===== config.mk =====
export PLATFORM = sky130hd
export DESIGN_NAME = pipe_ctrl
export DESIGN_NICKNAME = d
export VERILOG_FILES = /design/src/rtl/pipe_ctrl_pkg.sv /design/src/rtl/pipe_ctrl_sat_counter.sv /design/src/rtl/pipe_ctrl.sv
export SDC_FILE = /design/constraint.sdc
export NUM_CORES = 1
export LEC_CHECK = 0
export CAP_MARGIN = 5
export CORE_MARGIN = 3
export CORE_UTILIZATION = 30
export CTS_CLUSTER_SIZE = 40
export DETAILED_ROUTE_END_ITERATION = 7
export DONT_BUFFER_PORTS = 1
export HOLD_SLACK_MARGIN = 0.12
export MAX_ROUTING_LAYER = met4
export PLACE_DENSITY = 0.53
export SLEW_MARGIN = 30
export SYNTH_ARGS = -nofsm -noshare
export SYNTH_HDL_FRONTEND = slang
export SYNTH_SLANG_ARGS = --single-unit

===== constraint.sdc =====
create_clock -name clk -period 1.8 [get_ports clk]
set_input_delay 0.27 -clock clk [delete_from_list [all_inputs] [get_ports clk]]
set_output_delay 0.27 -clock clk [all_outputs]
set_load 0.05 [all_outputs]

===== src/rtl/pipe_ctrl_pkg.sv =====
// pipe_ctrl_pkg: shared state encoding, parameter defaults and NOP encoding for the pipeline sequencer
package pipe_ctrl_pkg;
  typedef enum logic [1:0] {RUN, MEM_WAIT, DRAIN, HALTED} state_t;
  localparam int MAX_STALL_DEF = 15;
  localparam int DRAIN_CYCLES_DEF = 3;
  localparam int CNT_W_DEF = 16;
  localparam logic [31:0] NOP_INSTR = 32'h0000_0000;
endpackage


===== src/rtl/pipe_ctrl_sat_counter.sv =====
// sat_counter: synchronous-clear counter that saturates at all-ones
module sat_counter #(
  parameter int W = 16
) (
  input  logic         clk,
  input  logic         rst,
  input  logic         clr,
  input  logic         inc,
  output logic [W-1:0] q
);
  logic [W-1:0] q_d, q_q;
  always_comb q_d = (rst || clr) ? '0 : (inc && !(&q_q)) ? q_q + W'(1) : q_q;
  always_ff @(posedge clk) q_q <= q_d;
  assign q = q_q;
endmodule


===== src/rtl/pipe_ctrl.sv =====
// pipe_ctrl: merges hazard stall, branch flush and memory wait into per-stage enables, sequences halt/drain/resume, flags stall deadlock and counts stalls/flushes
module pipe_ctrl
  import pipe_ctrl_pkg::*;
#(
  parameter int MAX_STALL    = MAX_STALL_DEF,
  parameter int DRAIN_CYCLES = DRAIN_CYCLES_DEF,
  parameter int CNT_W        = CNT_W_DEF
) (
  input  logic             clk,
  input  logic             rst,
  input  logic             hazard_stall_n,
  input  logic             branch_taken,
  input  logic             mem_req,
  input  logic             mem_ack,
  input  logic             halt_req,
  input  logic             resume,
  output logic             pc_en,
  output logic             ifid_en,
  output logic             idex_en,
  output logic             exmem_en,
  output logic             memwb_en,
  output logic             ifid_flush,
  output logic             idex_bubble,
  output logic             halted,
  output logic             deadlock,
  output logic [CNT_W-1:0] stall_cnt,
  output logic [CNT_W-1:0] flush_cnt
);
  localparam int DW = $clog2(DRAIN_CYCLES + 1);
  localparam int SW = $clog2(MAX_STALL + 1);
  state_t state_d, state_q;
  logic [DW-1:0] dcnt_d, dcnt_q;
  logic [SW-1:0] cs_cnt;
  logic [4:0] en;
  logic mem_wait, frz, st_inc, cs_inc, cs_hold, hit, dl_d, dl_q;
  assign mem_wait = mem_req & ~mem_ack;
  assign frz = (state_q == MEM_WAIT) ? ~mem_ack : mem_wait;
  always_comb begin
    state_d = state_q;
    dcnt_d = dcnt_q;
    en = 5'b00000;
    ifid_flush = 1'b0;
    idex_bubble = 1'b0;
    st_inc = 1'b0;
    cs_inc = 1'b0;
    cs_hold = 1'b0;
    case (state_q)
      RUN, MEM_WAIT: begin
        if (frz) begin
          cs_hold = 1'b1;
          state_d = MEM_WAIT;
        end else begin
          state_d = RUN;
          cs_hold = (state_q == MEM_WAIT);
          if (branch_taken) begin
            en = 5'b11111;
            ifid_flush = 1'b1;
            idex_bubble = 1'b1;
          end else if (!hazard_stall_n) begin
            en = 5'b00111;
            idex_bubble = 1'b1;
            st_inc = 1'b1;
            cs_inc = (state_q == RUN);
          end else begin
            en = 5'b11111;
          end
          if (state_q == RUN && halt_req) begin
            state_d = DRAIN;
            dcnt_d = DW'(DRAIN_CYCLES - 1);
          end
        end
      end
      DRAIN: begin
        if (!mem_wait) begin
          en = {branch_taken, 4'b0111};
          ifid_flush = branch_taken;
          idex_bubble = 1'b1;
          state_d = (dcnt_q == '0) ? HALTED : DRAIN;
          dcnt_d = (dcnt_q == '0) ? dcnt_q : dcnt_q - DW'(1);
        end
      end
      default: state_d = resume ? RUN : HALTED;
    endcase
    if (rst) begin
      state_d = RUN;
      dcnt_d = '0;
      en = 5'b00000;
      ifid_flush = 1'b1;
      idex_bubble = 1'b1;
      st_inc = 1'b0;
      cs_inc = 1'b0;
    end
  end
  assign {pc_en, ifid_en, idex_en, exmem_en, memwb_en} = en;
  assign hit = cs_inc && (cs_cnt == SW'(MAX_STALL - 1));
  assign deadlock = ~rst & (dl_q | hit);
  assign dl_d = deadlock;
  assign halted = ~rst & (state_q == HALTED);
  always_ff @(posedge clk) begin
    state_q <= state_d;
    dcnt_q <= dcnt_d;
    dl_q <= dl_d;
  end
  sat_counter #(.W(CNT_W)) u_stall (.clk(clk), .rst(rst), .clr(1'b0), .inc(st_inc), .q(stall_cnt));
  sat_counter #(.W(CNT_W)) u_flush (.clk(clk), .rst(rst), .clr(1'b0), .inc(ifid_flush), .q(flush_cnt));
  sat_counter #(.W(SW)) u_consec (.clk(clk), .rst(rst), .clr(~cs_inc & ~cs_hold), .inc(cs_inc), .q(cs_cnt));
endmodule


==> flow_summary.yaml <==
place:
  port_buffers: 0
  place.detailed.hpwl_um: 4099
  place_area_um2: 2728
  gp_congestion: 0.7942
  dp_cells: 397
clock_network:
  tritoncts: "done"
  cts_root_buffer: "clkbuf_8"
  cts_max_level: 2
  cts_buffers: 5
  clock_sinks: 41
  insertion_delay_ps: 300
  cts.clk_slew.worst_paths_ps: 80
  clock_path_buffers: 2
global_route:
  grt_pass1_vias: 1932
  grt_remaining_overflow: 0
  grt_max_degree: 41
  grt_pass1_wl_um: 9315
  grtUsageTotal_pct: 13.82
  antenna_found_initial: 0
finish:
  area.sequential_um2: 864.6
  antenna_cells: 0
  final_layout_size_suffix_gt1_share_pct: 37.69
  fillCellCount: 702
  area_growth_pct: 39.61
  stdcell_count: 417
  nNetsFinal: 333
  final_area_um2: 3034
  multi_input_area_um2: 1330
setup_path:
  rr_worst_depth: 7
  path_class: "reg -> out"
  cp_common_cell: "nor2_2"
  timing.rr.end: "u_flush.q[5]$_SDFFE_PP0P_"
  critPathLaunch: "state_q[0]$_SDFFE_PP0P_"
  arrival_ps: 1470
  critPathLaunchType: "flip-flop"
  crit_path_cell_trace: "o21bai_1 -> buf_4 -> nand2_4 -> nor2_2 -> a41oi_2 -> nor2_2 -> buf_12"
  path_buf_inv: 2
  end_kind: "output pin"
  r2r_setup_slack_ps: 80
  slowest_delay_ps: 360
  cp_max_fo: 4
  critPathSlowestCell: "dfxtp_4"
  required_ps: 1530
  endpoint: "deadlock"
  r2r_start: "state_q[1]$_SDFFE_PP0P_"
  cpLargestDelayFamily: "flip-flops"
  crit_cells: 7
timing:
  slew_viol_final: 0
  slew_headroom_pct: 65.65
  finalSetupViolCount: 0
  finClkSkew_ps: 8.728
  worst_pin_slew_ps: 510.6
  fin_crit_sh_pct: 96.86
  hold_viol_final: 0
  fmax_mhz: 573.6
  finalCriticalPeriod_ps: 1743
  rsz0062_at_grt: "yes"
  tns_ps: 0
power_and_ir_drop:
  ir_drop_uv: 288.8
  powerDensity_nw_per_um2: 713.1
  p_sw_share_pct: 25.79
  p_total_mw: 2.164
  cell_internal_pwr_mw: 1.606
  p_leak_nw: 1.129
  pwr-share-comb_pct: 15.1
  clkPwrFrac_pct: 41.3
  p_seq_share_pct: 43.6
  p_sw_uw: 558.1
synthesis:
  synth_top_family_by_area: "simple AND/OR/NAND/NOR gates"
  yosys.area_share.simple_pct: 33.51
  syn_area_um2: 2173
  ys.warnings.count: 0
  ys_top_cells_by_count: "dfxtp_1, nor2_1, a21oi_1"
  synth_area_leaders: "dfxtp_1, nor2_1, xnor2_1, a21oi_1, nand3_1"
  synth_edf_count: 0
  synth-compound-area-share_pct: 13.76
  yosysSeqAreaShare_pct: 37.77
  ys_types: 45
  ys_ff_latch: 41
  ys.flop_type: "dfxtp_1"
  synthArstFlopShare_pct: 0
  synth_xor_area_share_pct: 6.851
  yosys.area_share.adder_pct: 2.879
  synth_top_area_share_pct: 37.77
  synth_cells: 259
  synth.mux.area_fraction_pct: 0.9211
  yosysTopAreaCell: "dfxtp_1"
  synth_area_per_cell_um2: 8.391
  synth_most_common_cell: "dfxtp_1"
  synth_nets: 272
floorplan:
  die_x_um: 91.12
  die_area_um2: 8302
  ios: 49
  rows: 30
  fp.coreArea_um2: 6907
  die_y_um: 91.12
  start_util_pct: 31.47
outcome:
  status: "complete, no violations"
detailed_routing:
  drtIter0Drc: 88
  drt-total-wl_um: 5685
  via_count: 2080
  via_per_inst: 4.988
  drtPass1Iterations: 4
  wl_per_cell_um: 13.63
  postRouteAntennaNets: 0
  drc_errors: 0
run:
  drv_cap: 0
worst_hold_path:
  min_path_type: "in -> reg"
final cells by class:
| class | count | share of cell area [%] |
|---|---|---|
| inverters | 8 | 0.9897 |
| flip-flops and latches | 41 | 28.49 |
| clock buffers | 5 | 2.268 |
| well taps | 96 | 3.959 |
| multi-input cells | 199 | 43.84 |
| repair buffers | 65 | 18.31 |
| clock inverters | 3 | 2.144 |
power groups by stage:
stage	sequential (mW)	clock, mW	combinational (mW)
floorplan	0.998	0	0.179
global placement	0.964	0	0.271
detailed placement	0.964	0	0.274
CTS	0.943	0.908	0.300
global route	0.949	0.950	0.357
finish	0.944	0.893	0.326
logic make-up after synthesis:
logic type / after synthesis
AOI/OAI and AO/OA: 49
buffers and inverters: 19
muxes: 2
adders and majority gates: 5
and+or+nand+nor: 126
xor gates and xnor gates: 17
DFF: 41
worst reg2reg max path, delay by kind of cell, from the launching register on:
kind | cells | cell delay, ps
compound gates | 3 | 380
buf+inv | 2 | 300
simple gates | 2 | 620
flops | 1 | 370
metal layers:
metal / GRT usage (%) / routed length (µm)
met1: 18.01 / 2717
met2: 20.72 / 2546
met3: 4.722 / 371
met4: 3.141 / 49
met5: - / 0
flip-flops by register name, summed over array words and instances, names as in the netlist:
name	count
dcnt_q	2
state_q	2
u_stall.q	16
u_consec.q	4
dl_q	1
u_flush.q	16
placed cells by master (no fill, tap or decap), drive strengths merged, types with 2 or more instances in the layout:
cell         instances
inv                  8
dlygate4sd3          4
and2                 3
nor3b                3
nand4                9
xnor2               14
ha                   5
nand3               13
nor4b                5
and3                 7
o21ai               14
a211oi               5
nor3                 6
mux2i                2
a21oi               19
nand2               17
a41oi                2
buf                 61
nor2                37
xor2                 3
nor4                 8
and4                 2
o2bb2ai              2
clkbuf               5
dfxtp               41
or4                  2
or3                  9
bufinv               2
o31ai                2
per-stage QoR:
stage / util [%] / setup slack [ps] / hold slack, ps
6_report: 43.93 / 56.55 / 191.2
5_1_grt: 43.93 / -41.31 / 175.4
4_1_cts: 42.88 / -8.608 / 22.23
3_5_place_dp: 39.49 / 77.62 / 342.3
3_3_place_gp: 39.49 / 108.6 / 338.6
2_1_floorplan: - / -73.43 / 370.1
worst min-delay path by stage:
stage / startpoint / end / slack [ps] / cells after the start
floorplan: resume / state_q[1]$_SDFFE_PP0P_ / 370 / 1
global placement: rst / u_stall.q[1]$_SDFFE_PP0P_ / 340 / 1
detailed placement: rst / u_stall.q[1]$_SDFFE_PP0P_ / 340 / 1
CTS: rst / u_flush.q[4]$_SDFFE_PP0P_ / 20 / 1
global route: rst / dl_q$_DFF_P_ / 180 / 2
finish: rst / dl_q$_DFF_P_ / 190 / 2
repair_timing:
action	in CTS	in global routing
hold buffers	4	1
buffers inserted	6	1
endpoints found under the hold margin	35	31
pin swaps	7	5
setup endpoints to repair	3	16
resized for setup	5	14
No activity file was read; power rests on OpenSTA's default activity.
